===== src/rtl/ifb_pkg.sv =====
// Shared definitions for the instruction fetch buffer.
// Latency: n/a (types and constants only).
// Backpressure: n/a.
//
// Holds the fetch FSM state encoding, the NOP word presented when the queue
// is empty, and the sequential fetch address step.
package ifb_pkg;

   typedef enum logic [1:0] {
      IDLE  = 2'd0,  // waiting for start
      FETCH = 2'd1,  // no request outstanding, may issue one
      WAIT  = 2'd2,  // one request outstanding, its data will be queued
      DROP  = 2'd3   // one request outstanding, its data will be discarded
   } ifbState_t;

   localparam logic [31:0] NOP    = 32'h0000_0000;
   localparam int unsigned PC_INC = 4;

endpackage


===== src/rtl/ifb_fifo.sv =====
// Synchronous FIFO with single-cycle flush, used as the prefetch queue.
// Latency: a push is visible at popData/empty one cycle later.
// Backpressure: push ignored when full, pop ignored when empty; flush wins over both.
//
// Ports:
//   clock, reset      - clock and asynchronous active-high reset
//   flush             - empties the queue at the next edge
//   push, pushData    - write one entry
//   pop               - drop the head entry
//   popData           - head entry (meaningful only while !empty)
//   empty, full       - occupancy flags
module ifb_fifo #(
   parameter int WIDTH = 48,
   parameter int DEPTH = 4
) (
   input  logic             clock,
   input  logic             reset,
   input  logic             flush,
   input  logic             push,
   input  logic [WIDTH-1:0] pushData,
   input  logic             pop,
   output logic [WIDTH-1:0] popData,
   output logic             empty,
   output logic             full
);

   localparam int AW = $clog2(DEPTH);
   localparam logic [AW:0]   FULL_CNT = (AW+1)'(DEPTH);
   localparam logic [AW:0]   CNT_ONE  = (AW+1)'(1);
   localparam logic [AW-1:0] PTR_ONE  = AW'(1);

   logic [WIDTH-1:0] mem [DEPTH];
   logic [AW-1:0]    rdPtr;
   logic [AW-1:0]    wrPtr;
   logic [AW:0]      count;
   logic             doPush;
   logic             doPop;

   assign empty   = (count == '0);
   assign full    = (count == FULL_CNT);
   assign doPush  = push && !full;
   assign doPop   = pop && !empty;
   assign popData = mem[rdPtr];

   // Pointers wrap naturally because DEPTH is a power of two.
   always_ff @(posedge clock or posedge reset) begin
      if (reset) begin
         rdPtr <= '0;
         wrPtr <= '0;
         count <= '0;
      end else if (flush) begin
         rdPtr <= '0;
         wrPtr <= '0;
         count <= '0;
      end else begin
         if (doPush) wrPtr <= wrPtr + PTR_ONE;
         if (doPop)  rdPtr <= rdPtr + PTR_ONE;
         case ({doPush, doPop})
            2'b10:   count <= count + CNT_ONE;
            2'b01:   count <= count - CNT_ONE;
            default: count <= count;
         endcase
      end
   end

   // Storage needs no reset: entries are only read while counted valid.
   always_ff @(posedge clock) begin
      if (doPush && !flush) mem[wrPtr] <= pushData;
   end

endmodule


===== src/rtl/instr_fetch_buffer.sv =====
// Instruction prefetch: issues sequential word fetches and queues returned words.
// Latency: ack to instr_valid is 1 cycle on an empty queue (0 with IFB_BYPASS_EN).
// Backpressure: at most DEPTH words queued-or-outstanding; fetching pauses while full.
//
// Ports:
//   clock, reset                 - clock and asynchronous active-high reset
//   start                        - level, leaves IDLE and begins fetching
//   imem_req, imem_addr          - memory read request, held until imem_ack
//   imem_ack, imem_rdata         - one-cycle response with the fetched word
//   redirect, redirect_pc        - flush the queue and restart at a new address
//   instr_valid, instr_ready     - valid/ready handshake for the queue head
//   instr_out, instr_pc          - head word and its address (zero when not valid)
//
// Build option: define IFB_BYPASS_EN to hand an acked word straight to the
// consumer in the ack cycle when the queue is empty and instr_ready is high.
module instr_fetch_buffer
   import ifb_pkg::*;
#(
   parameter int DEPTH = 4,
   parameter int PC_W  = 16
) (
   input  logic            clock,
   input  logic            reset,
   input  logic            start,
   output logic            imem_req,
   output logic [PC_W-1:0] imem_addr,
   input  logic            imem_ack,
   input  logic [31:0]     imem_rdata,
   input  logic            redirect,
   input  logic [PC_W-1:0] redirect_pc,
   output logic            instr_valid,
   input  logic            instr_ready,
   output logic [31:0]     instr_out,
   output logic [PC_W-1:0] instr_pc
);

   localparam int EW = PC_W + 32;
   localparam logic [PC_W-1:0] ALIGN_MASK = ~PC_W'(3);
   localparam logic [PC_W-1:0] PC_STEP    = PC_W'(PC_INC);

   ifbState_t       state;
   ifbState_t       nextState;
   logic [PC_W-1:0] fetchPc;
   logic [PC_W-1:0] nextFetchPc;
   logic [PC_W-1:0] reqAddr;     // address of the outstanding request
   logic [PC_W-1:0] nextReqAddr;
   logic [PC_W-1:0] redirectPc;
   logic            issue;
   logic            pushEn;
   logic            popEn;
   logic            fifoEmpty;
   logic            fifoFull;
   logic [EW-1:0]   headData;
   logic            bypass;

   assign redirectPc = redirect_pc & ALIGN_MASK;

`ifdef IFB_BYPASS_EN
   assign bypass = (state == WAIT) && imem_ack && !redirect && fifoEmpty && instr_ready;
`else
   assign bypass = 1'b0;
`endif

   // A flush in the same cycle discards the pop anyway; gating keeps intent clear.
   assign popEn = !fifoEmpty && instr_ready && !redirect;

   ifb_fifo #(
      .WIDTH (EW),
      .DEPTH (DEPTH)
   ) u_fifo (
      .clock    (clock),
      .reset    (reset),
      .flush    (redirect),
      .push     (pushEn),
      .pushData ({reqAddr, imem_rdata}),
      .pop      (popEn),
      .popData  (headData),
      .empty    (fifoEmpty),
      .full     (fifoFull)
   );

   always_ff @(posedge clock or posedge reset) begin
      if (reset) begin
         state   <= IDLE;
         fetchPc <= '0;
         reqAddr <= '0;
      end else begin
         state   <= nextState;
         fetchPc <= nextFetchPc;
         reqAddr <= nextReqAddr;
      end
   end

   always_comb begin
      nextState   = state;
      nextFetchPc = fetchPc;
      nextReqAddr = reqAddr;
      issue       = 1'b0;
      pushEn      = 1'b0;
      case (state)
         IDLE: begin
            if (redirect) nextFetchPc = redirectPc;
            if (start)    nextState   = FETCH;
         end
         FETCH: begin
            // No request is outstanding here, so the queue alone bounds the
            // in-flight total. A redirect suppresses the issue so the request
            // never goes out with a stale address.
            if (redirect) begin
               nextFetchPc = redirectPc;
            end else if (!fifoFull) begin
               issue       = 1'b1;
               nextReqAddr = fetchPc;
               nextState   = WAIT;
            end
         end
         WAIT: begin
            if (redirect) begin
               nextFetchPc = redirectPc;
               nextState   = imem_ack ? FETCH : DROP;
            end else if (imem_ack) begin
               pushEn      = !bypass;
               nextFetchPc = reqAddr + PC_STEP;
               nextState   = FETCH;
            end
         end
         DROP: begin
            if (redirect) nextFetchPc = redirectPc;
            if (imem_ack) nextState   = FETCH;
         end
         default: nextState = IDLE;
      endcase
   end

   // The request stays asserted through WAIT and DROP; reqAddr keeps the
   // address stable even after a redirect has moved fetchPc.
   always_comb begin
      imem_req  = 1'b0;
      imem_addr = '0;
      if (issue) begin
         imem_req  = 1'b1;
         imem_addr = fetchPc;
      end else if (state == WAIT || state == DROP) begin
         imem_req  = 1'b1;
         imem_addr = reqAddr;
      end
   end

   always_comb begin
      instr_valid = !fifoEmpty;
      instr_out   = NOP;
      instr_pc    = '0;
      if (!fifoEmpty) begin
         instr_out = headData[31:0];
         instr_pc  = headData[EW-1:32];
      end
      if (bypass) begin
         instr_valid = 1'b1;
         instr_out   = imem_rdata;
         instr_pc    = reqAddr;
      end
   end

endmodule

===== config.mk =====
export PLATFORM = sky130hd
export DESIGN_NAME = instr_fetch_buffer
export DESIGN_NICKNAME = d
export VERILOG_FILES = /design/src/rtl/ifb_pkg.sv /design/src/rtl/ifb_fifo.sv /design/src/rtl/instr_fetch_buffer.sv
export SDC_FILE = /design/constraint.sdc
export NUM_CORES = 1
export LEC_CHECK = 0
export BUFFER_PORTS_ARGS = -buffer_cell sky130_fd_sc_hd__buf_2
export CORE_MARGIN = 5
export CORE_UTILIZATION = 45
export DETAILED_ROUTE_END_ITERATION = 7
export SETUP_SLACK_MARGIN = 0.2
export SLEW_MARGIN = 10
export SYNTH_ARGS = -nofsm -noshare
export SYNTH_HDL_FRONTEND = slang
export SYNTH_SLANG_ARGS = --single-unit

===== constraint.sdc =====
create_clock -name clock -period 3.4 [get_ports clock]
set_clock_uncertainty 0.2 [all_clocks]
set_input_delay 0.51 -clock clock [delete_from_list [all_inputs] [get_ports clock]]
set_output_delay 0.51 -clock clock [all_outputs]
set_load 0.01 [all_outputs]

======== Word-level counts from Yosys, hierarchy flattened ========
Memory sizes are Yosys's and may differ from the RTL's.
Cells that the tools add are included.
word-level totals
  register bits ........................... 41
  RAM bits ................................ 192
  input port bits ......................... 54
  output and inout port bits .............. 66
  logic and storage cells ................. 74
  memories ................................ 1
memory list
  name        words  bits a word  read ports  clocked after Yosys merged registers in  write ports  RTL line        RTL
  u_fifo.mem  4      48           1           0                                        1            ifb_fifo.sv:32  logic [WIDTH-1:0] mem [DEPTH];
cells by class
  add/subtract/negate cells ............... 5
  equal/unequal tests ..................... 11
  multiplexer cells ....................... 31
  bitwise logic cells ..................... 2
  reductions and logical operators ........ 18
operators with widths
  kind                                               count
  two-way mux 16 bit                                 6
  two-way mux 32 bit                                 1
  one-hot mux 16 bit (2 select lines)                1
  two-way mux 2 bit                                  10
  adder 16 x 3 -> 16 bit (second input constant)     1
  two-way mux 1 bit                                  10
  one-hot mux 2 bit (4 select lines)                 1
  == test 2 bit (second input constant)              3
  inequality test 2 bit (second input constant)      3
  one-hot mux 3 bit (2 select lines)                 1
  AND reduction 3 bit                                2
  logical AND 1 bit                                  5
  adder 2 x 1 -> 2 bit (second input constant)       2
  == test 2 x 1 -> 1 bit (second input constant)     2
  nonzero test 2 bit                                 2
  adder 3 x 1 -> 3 bit (second input constant)       1
  == test 3 bit (second input constant)              1
  zero test 1 bit                                    3
  zero test 3 bit                                    1
  two-way mux 3 bit                                  1
  inequality test 3 bit (second input constant)      1
  nonzero test 3 bit                                 1
  OR reduction 3 bit                                 1
  subtractor 3 x 1 -> 3 bit (second input constant)  1
  5 further kinds                                    6

======== Depth between registers and ports, before layout ========
Gate-level depths: netlist of run 1.
  depth in word-level cells ............... 8
  mapped depth ............................ 8
  depth with buffers taken out ............ 6

======== Hierarchy ========
From an unflattened synthesis of run 1, not the netlist that was laid out.
second synthesis, totals
  cells, all modules ...................... 543
  area total of the unflattened synthesis .. 9789.4 sq um
by module, submodules not included
  module              instances  cells an instance  area each (sq um)  sequential area each (sq um)
  ifb_fifo            1          316                7564.8             5940.7
  instr_fetch_buffer  1          227                2224.6             850.8

======== Least setup slack after synthesis of run 1 ========
Ideal clock, no wire load.
  path kind ............................... in2reg
  from .................................... input port imem_ack
  to ...................................... memory u_fifo.mem[0][0] (enable)
  library setup time ...................... 0.411 ns
  data arrival time ....................... 2.181 ns
  data required time ...................... 2.789 ns
  path slack .............................. 0.609 ns
  cell stages on the path ................. 3
  path buffers ............................ 0
  path through ............................ nand3b_1 nor2_1 and3_1
on the way
  cells in the longest elaborated chain, start to end .. 7
RTL lines
  element                                  RTL line                   RTL
  from (decl)                              instr_fetch_buffer.sv:27   input logic imem_ack,
  two-way mux 1 bit                        instr_fetch_buffer.sv:121  end else if (imem_ack) begin
  two-way mux 1 bit                        instr_fetch_buffer.sv:118  if (redirect) begin
  two-way mux 1 bit                        instr_fetch_buffer.sv:100  case (state)
  logical AND 1 bit                        ifb_fifo.sv:41             assign doPush = push && !full;
  logical AND 1 bit                        ifb_fifo.sv:68             if (doPush && !flush) mem[wrPtr] <= pushData;
  two-way mux 1 bit                        ifb_fifo.sv:68
  two-way mux 1 bit (implied by the code)  ifb_fifo.sv:68
  to (decl)                                ifb_fifo.sv:32
No other way between the ends.

======== Worst setup path in the final report of run 1 ========
  from .................................... register u_fifo.rdPtr[0]
  to ...................................... output port instr_out[13]
on the way
  cells in the longest elaborated chain, start to end .. 2
RTL lines
  element                 RTL line                   RTL
  from (decl)             ifb_fifo.sv:33             logic [AW-1:0] rdPtr;
  from (signal assigned)  ifb_fifo.sv:57             if (doPop) rdPtr <= rdPtr + PTR_ONE;
  memory (4 x 48 bit)     n/a
  two-way mux 32 bit      instr_fetch_buffer.sv:153  if (!fifoEmpty) begin
  to (decl)               instr_fetch_buffer.sv:33   output logic [31:0] instr_out,
No other way between the ends.

==> impl_metrics.yaml, run 1 <==
detailed_routing:
  wl_mm: 19.4
  drc: 0
  drtIter0Drc: 260
  num_vias: 5260
  firstDrtPassIters: 4
  antenna_left: 0
  viasPerCell: 5.38
  post_drt_wl_per_cell_um: 19.8
pwr:
  finalPower_mw: 8.45
  ir_worst_vdd_mv: 0.481
  power_density_nw_per_um2: 725
  p_leak_nw: 4.18
clocking:
  ctsHoldBuffers: 15
  cts_sinks: 233
  clkTransAtPathRegs_ns: 0.06
  cts_tree: "built"
  post_cts.repair.setup_buffers: 0
  ctsResizeCount: 0
  clock_latency_ns: 0.50
  cts_buffer_depth: 3
  clock-root-buffer: "clkbuf_16"
  numCtsBuffers: 25
  cts-htree-levels: 1
floorplan:
  rows: 53
  fp.dieW_um: 156
  initial_core_util_pct: 45.6
  fp.dieArea_um2: 24300
  core_um2: 21000
  io_pins: 120
  die_h_um: 156
sta:
  tns_ns: 0
  setup_viol: 0
  maxClockFrequency_ghz: 0.331
  fin_crit_sh_pct: 88.8
  period_minus_slack_ns: 3.02
  layout_setup_ws_ns: 0.379
  max_slew_margin_pct: 44.0
  worstMarginPinSlew_ns: 0.839
  grt_setup_unrepaired: "false"
  timing.final.hold_violations: 0
  drv_slew: 0
synthesis:
  synth_top_cell_area_share_pct: 60.1
  yosys.area_share.adder_pct: 0.861
  synth_top_cell_by_area: "edfxtp_1"
  yosys_register_bits: 233
  synth_area_um2: 9590
  yosysSeqAreaShare_pct: 70.8
  synth_top_family_by_area: "multiplexers"
  synth_fp_nets: 595
  synth_simple_gate_area_share_pct: 7.38
  synth_cell_type_count: 54
  yosysMostFrequentCell: "edfxtp_1"
  synth_area_per_cell_um2: 17.9
  synth_edf_count: 192
  ys_warn_count: 0
  synth_xor_area_share_pct: 1.42
  synth_cells: 535
  synthTopCellsByCount: "edfxtp_1 (192), mux4_2 (48), nor2b_1 (48)"
  ys_top_cells_by_area: "edfxtp_1 (60%), mux4_2 (11%), dfrtp_1 (11%), nor2b_1 (3.1%), mux2_2 (1.9%)"
  synth_compound_area_share_pct: 4.12
  synthMuxAreaShare_pct: 13.5
  async_flop_share_pct: 17.6
  synth_ff_type: "edfxtp_1"
cells_and_area:
  fin_nets: 744
  syn_to_final_growth_pct: 21.6
  fill_cells: 1665
  regArea_um2: 6800
  layout-drive-gt1-share_pct: 37.0
  num_antenna_cells: 0
  multiInputGateArea_um2: 2620
  final_core_util_pct: 55.5
  stdcell_area_um2: 11700
setup_path:
  path_class: "register to output pin"
  path_cells: "buf_12 > mux4_2 > nor2b_1 > buf_2"
  crit_required_ns: 2.69
  path_max_fanout: 21
  rrSetupSlack_ns: 0.99
  cp.arrival_ns: 2.31
  start_kind: "register"
  slowest_delay_ns: 0.68
  cpMaxStageDelayCell: "dfrtp_4"
  end_kind: "output pin"
min_path:
  hold_path.class: "input port to register"
run:
  maxCapViolCount: 0
global_route:
  grt_pass1_wl_mm: 30.5
  grt_max_degree: 50
  track_usage_pct: 15.9
  antenna_found_initial: 1
  grt_pass1_vias: 5665
  grt.overflow.total: 0
run_status:
  status: "finished, final reports clean"
place:
  gp_congestion: 0.775
  port-buffer-count: 117
  place_area_um2: 10700
  place_hpwl_mm: 12.2
  pre_cts_ws_ns: 0.849
## placed cells by master (no fill, tap or decap), drive strengths merged, types with 2 or more instances in the layout
cell,n
mux2,16
and3,4
nor3,3
xnor2,7
ha,5
o21ai,9
clkbuf,30
clkinvlp,2
nor2b,48
xor2,6
inv,10
a22o,16
nand2,28
o211ai,2
bufinv,3
nor3b,2
o31ai,2
edfxtp,192
nor2,11
nor4,2
and4,2
nand4,4
buf,139
dfrtp,41
mux2i,3
dlygate4sd3,15
o221ai,7
clkinv,6
a21oi,9
mux4,48
nand3,10
## through the flow
stage	hold WS, ns	cells
finish	0.0164	977
global placement	0.309	917
global route	0.00409	977
floorplan	0.277	535
detailed placement	0.324	917
CTS	0.0000918	977
## worst max-delay path: cells and delay by family (launching register included)
kind,cells,cell delay (ns)
buf+inv,2,0.44
flops,1,0.68
mux,1,0.51
simple gates,1,0.16
## final cells by class
cell class	instances	area share, %
clock inverter	15	1.54
inverter	6	0.193
timing repair buffer	154	8.69
multi-input combinational	264	22.5
clock buffer	30	5.87
sequential	233	58.3
tap	275	2.95
## registers in the layout (all words and copies together) (netlist names)
signal / flops
u_fifo.mem: 192
u_fifo.rdPtr: 2
reqAddr: 16
fetchPc: 16
u_fifo.wrPtr: 2
state: 2
u_fifo.count: 3
## path summary, 6_finish.rpt
kind | startpoint | depth (start not counted) | end
max | u_fifo.rdPtr[0]$_DFFE_PP0P_ | 4 | instr_out[13]
min | redirect_pc[2] | 3 | fetchPc[2]$_DFFE_PP0P_
max reg2reg | u_fifo.count[0]$_DFFE_PP0P_ | 5 | u_fifo.count[1]$_DFFE_PP0P_
min reg2reg | fetchPc[0]$_DFFE_PP0P_ | 1 | reqAddr[0]$_DFFE_PP0P_
max in group asynchronous | reset | 4 | fetchPc[14]$_DFFE_PP0P_
min in group asynchronous | reset | 3 | state[0]$_DFFE_PP0P_
## cell families (layout without fill, tap and decap cells)
family,after synthesis,in the layout
AOI/OAI and AO/OA,54,54
xor gates and xnor gates,14,14
adders and majority gates,6,6
buffers and inverters,38,205
DFF,233,233
muxes,67,67
and+or+nand+nor,123,123
## power by group
group,leakage [nW],internal (mW),switching [mW]
combinational,1.53,0.953,0.988
sequential,2.23,3.37,0.367
clock,0.421,1.68,1.10
## per-layer routing
metal  up-vias  GRT usage, %  routed length [µm]
li1       2400             -                   -
met5         -             0                   7
met4         2          4.04                 331
met1      2702          20.6                8220
met2       125          27.9                9800
met3        31          2.83                1030
No activity file was read; power rests on OpenSTA's default activity.
==> inputs of run 2 (changes only) <==
- REMOVE_ABC_BUFFERS: not set -> 1
- SETUP_SLACK_MARGIN: 0.2 -> 0.5
==> run 2 against run 1 <==
Core utilization grew 0.68 points. Power shrank 2.2%. Sequential power shrank 1%.
==> impl_metrics.yaml, run 2 (synthesized netlist as in run 1, its figures left out) <==
cells_and_area:
  layout-drive-gt1-share_pct: 34.0
  largest-register: "u_fifo.mem"
  reg_top3: "u_fifo.mem x192, fetchPc x16, reqAddr x16"
  syn_to_final_growth_pct: 23.1
  num_antenna_cells: 0
  final_cell_mix: "edfxtp_1 (192), buf_2 (117), mux4_2 (48), nor2b_1 (48), dlygate4sd3_1 (40)"
  fin_nets: 766
  layout_commonest_cell: "edfxtp_1"
  largest_reg_flops: 192
  finalNonFillerCells: 999
setup_path:
  path_max_fanout: 14
  start_kind: "register"
  crit_required_ns: 2.69
  cp.arrival_ns: 2.14
  path_class: "register to output pin"
  r2r_end: "u_fifo.count[1]$_DFFE_PP0P_"
  reg2regPathDepth: 5
  r2r-start: "u_fifo.count[0]$_DFFE_PP0P_"
  end_kind: "output pin"
  rrSetupSlack_ns: 0.90
place:
  placedCellCount: 909
  port-buffer-count: 117
  place_hpwl_mm: 11.4
  gp_congestion: 0.776
sta:
  grt_setup_unrepaired: "true"
  fin_crit_sh_pct: 83.9
  worstMarginPinSlew_ns: 0.531
  setup_viol: 0
  maxClockFrequency_ghz: 0.351
  timing.final.hold_violations: 0
  max_slew_margin_pct: 64.6
  period_minus_slack_ns: 2.85
  drv_slew: 0
  hold_ws_ns: 0.0245
floorplan:
  initial_core_util_pct: 45.6
  core_um2: 21000
  fp.dieW_um: 156
  io_pins: 120
  rows: 53
  fp.dieArea_um2: 24300
  die_h_um: 156
run:
  maxCapViolCount: 0
global_route:
  antenna_found_initial: 0
  grt_pass1_vias: 5614
  grt_max_degree: 50
  track_usage_pct: 16.2
  grt_pass1_wl_mm: 31.2
  grt.overflow.total: 0
clocking:
  clock-root-buffer: "clkbuf_16"
  clkTransAtPathRegs_ns: 0.06
  cts_tree: "built"
  cts_sinks: 233
  clock_latency_ns: 0.52
  cts-htree-levels: 1
  numCtsBuffers: 25
  cts_buffer_depth: 3
detailed_routing:
  wl_mm: 19.9
  num_vias: 5424
  viasPerCell: 5.43
  post_drt_wl_per_cell_um: 19.9
  antenna_left: 0
  drc: 0
  drtIter0Drc: 288
  firstDrtPassIters: 4
min_path:
  hold_start: "imem_rdata[8]"
  hold_path.class: "input port to register"
  hold_depth: 1
  hold_path_end: "u_fifo.mem[0][8]$_DFFE_PP_"
pwr:
  power_density_nw_per_um2: 700
  finalPower_mw: 8.27
  p_leak_nw: 4.23
  ir_worst_vdd_mv: 0.480
run_status:
  status: "finished, final reports clean"
-- run 2: final cells by class --
type	instances	area, µm²
clock inverter	7	50.0
tap	275	344
fill	1672	9210
multi-input combinational	264	2630
inverter	6	22.5
timing repair buffer	176	1270
sequential	233	6800
clock buffer	38	694
-- run 2: timing repair --
item                                    4_1_cts  5_1_grt
cloned                                        1        1
hold endpoints to repair                    160        4
pin swaps                                     0        1
gates resized for setup                       4        2
hold buffers                                 39        1
buffers inserted                              2        1
endpoints found under the setup margin       56       42
-- run 2: where the power goes --
group / switching [mW] / internal, mW
logic: 1.08 / 1.04
registers: 0.333 / 3.37
clock network: 1.04 / 1.41
-- run 2: worst max-delay path by stage --
| stage | startpoint | endpoint | slack (ns) | depth (start not counted) |
|---|---|---|---|---|
| detailed placement | redirect | imem_addr[14] | 0.88 | 5 |
| global placement | u_fifo.rdPtr[0]$_DFFE_PP0P_ | instr_pc[6] | 0.88 | 4 |
| finish | u_fifo.rdPtr[0]$_DFFE_PP0P_ | instr_out[25] | 0.55 | 4 |
| floorplan | u_fifo.count[0]$_DFFE_PP0P_ | instr_valid | -0.62 | 2 |
| global route | u_fifo.rdPtr[0]$_DFFE_PP0P_ | instr_out[26] | 0.44 | 4 |
| CTS | u_fifo.rdPtr[0]$_DFFE_PP0P_ | instr_out[31] | 0.50 | 4 |
-- run 2: per-layer routing --
metal / global-route usage [%] / routed length, µm / part of all wire (%)
met3: 3.38 / 1500 / 7.5
met4: 3.33 / 247 / 1.2
met5: 0 / 0 / 0
met2: 26.5 / 9580 / 48
met1: 22.9 / 8560 / 43
-- run 2: per-stage QoR --
step | setup WS (ns) | TNS (ns) | cell area, µm² | util (%)
2_1_floorplan | -0.616 | -27.60 | 9430 | -
3_3_place_gp | 0.877 | 0 | 10600 | 50.2
3_5_place_dp | 0.877 | 0 | 10600 | 50.2
6_report | 0.548 | 0 | 11800 | 56.2
4_1_cts | 0.500 | 0 | 11800 | 55.9
5_1_grt | 0.441 | 0 | 11800 | 56.2
-- run 2: worst max-delay path, cell delays in order (launching register included) --
cell and delay (ns):
dfrtp_4 0.48, bufbuf_16 0.34, mux4_2 0.50, nor2b_1 0.14, buf_2 0.15
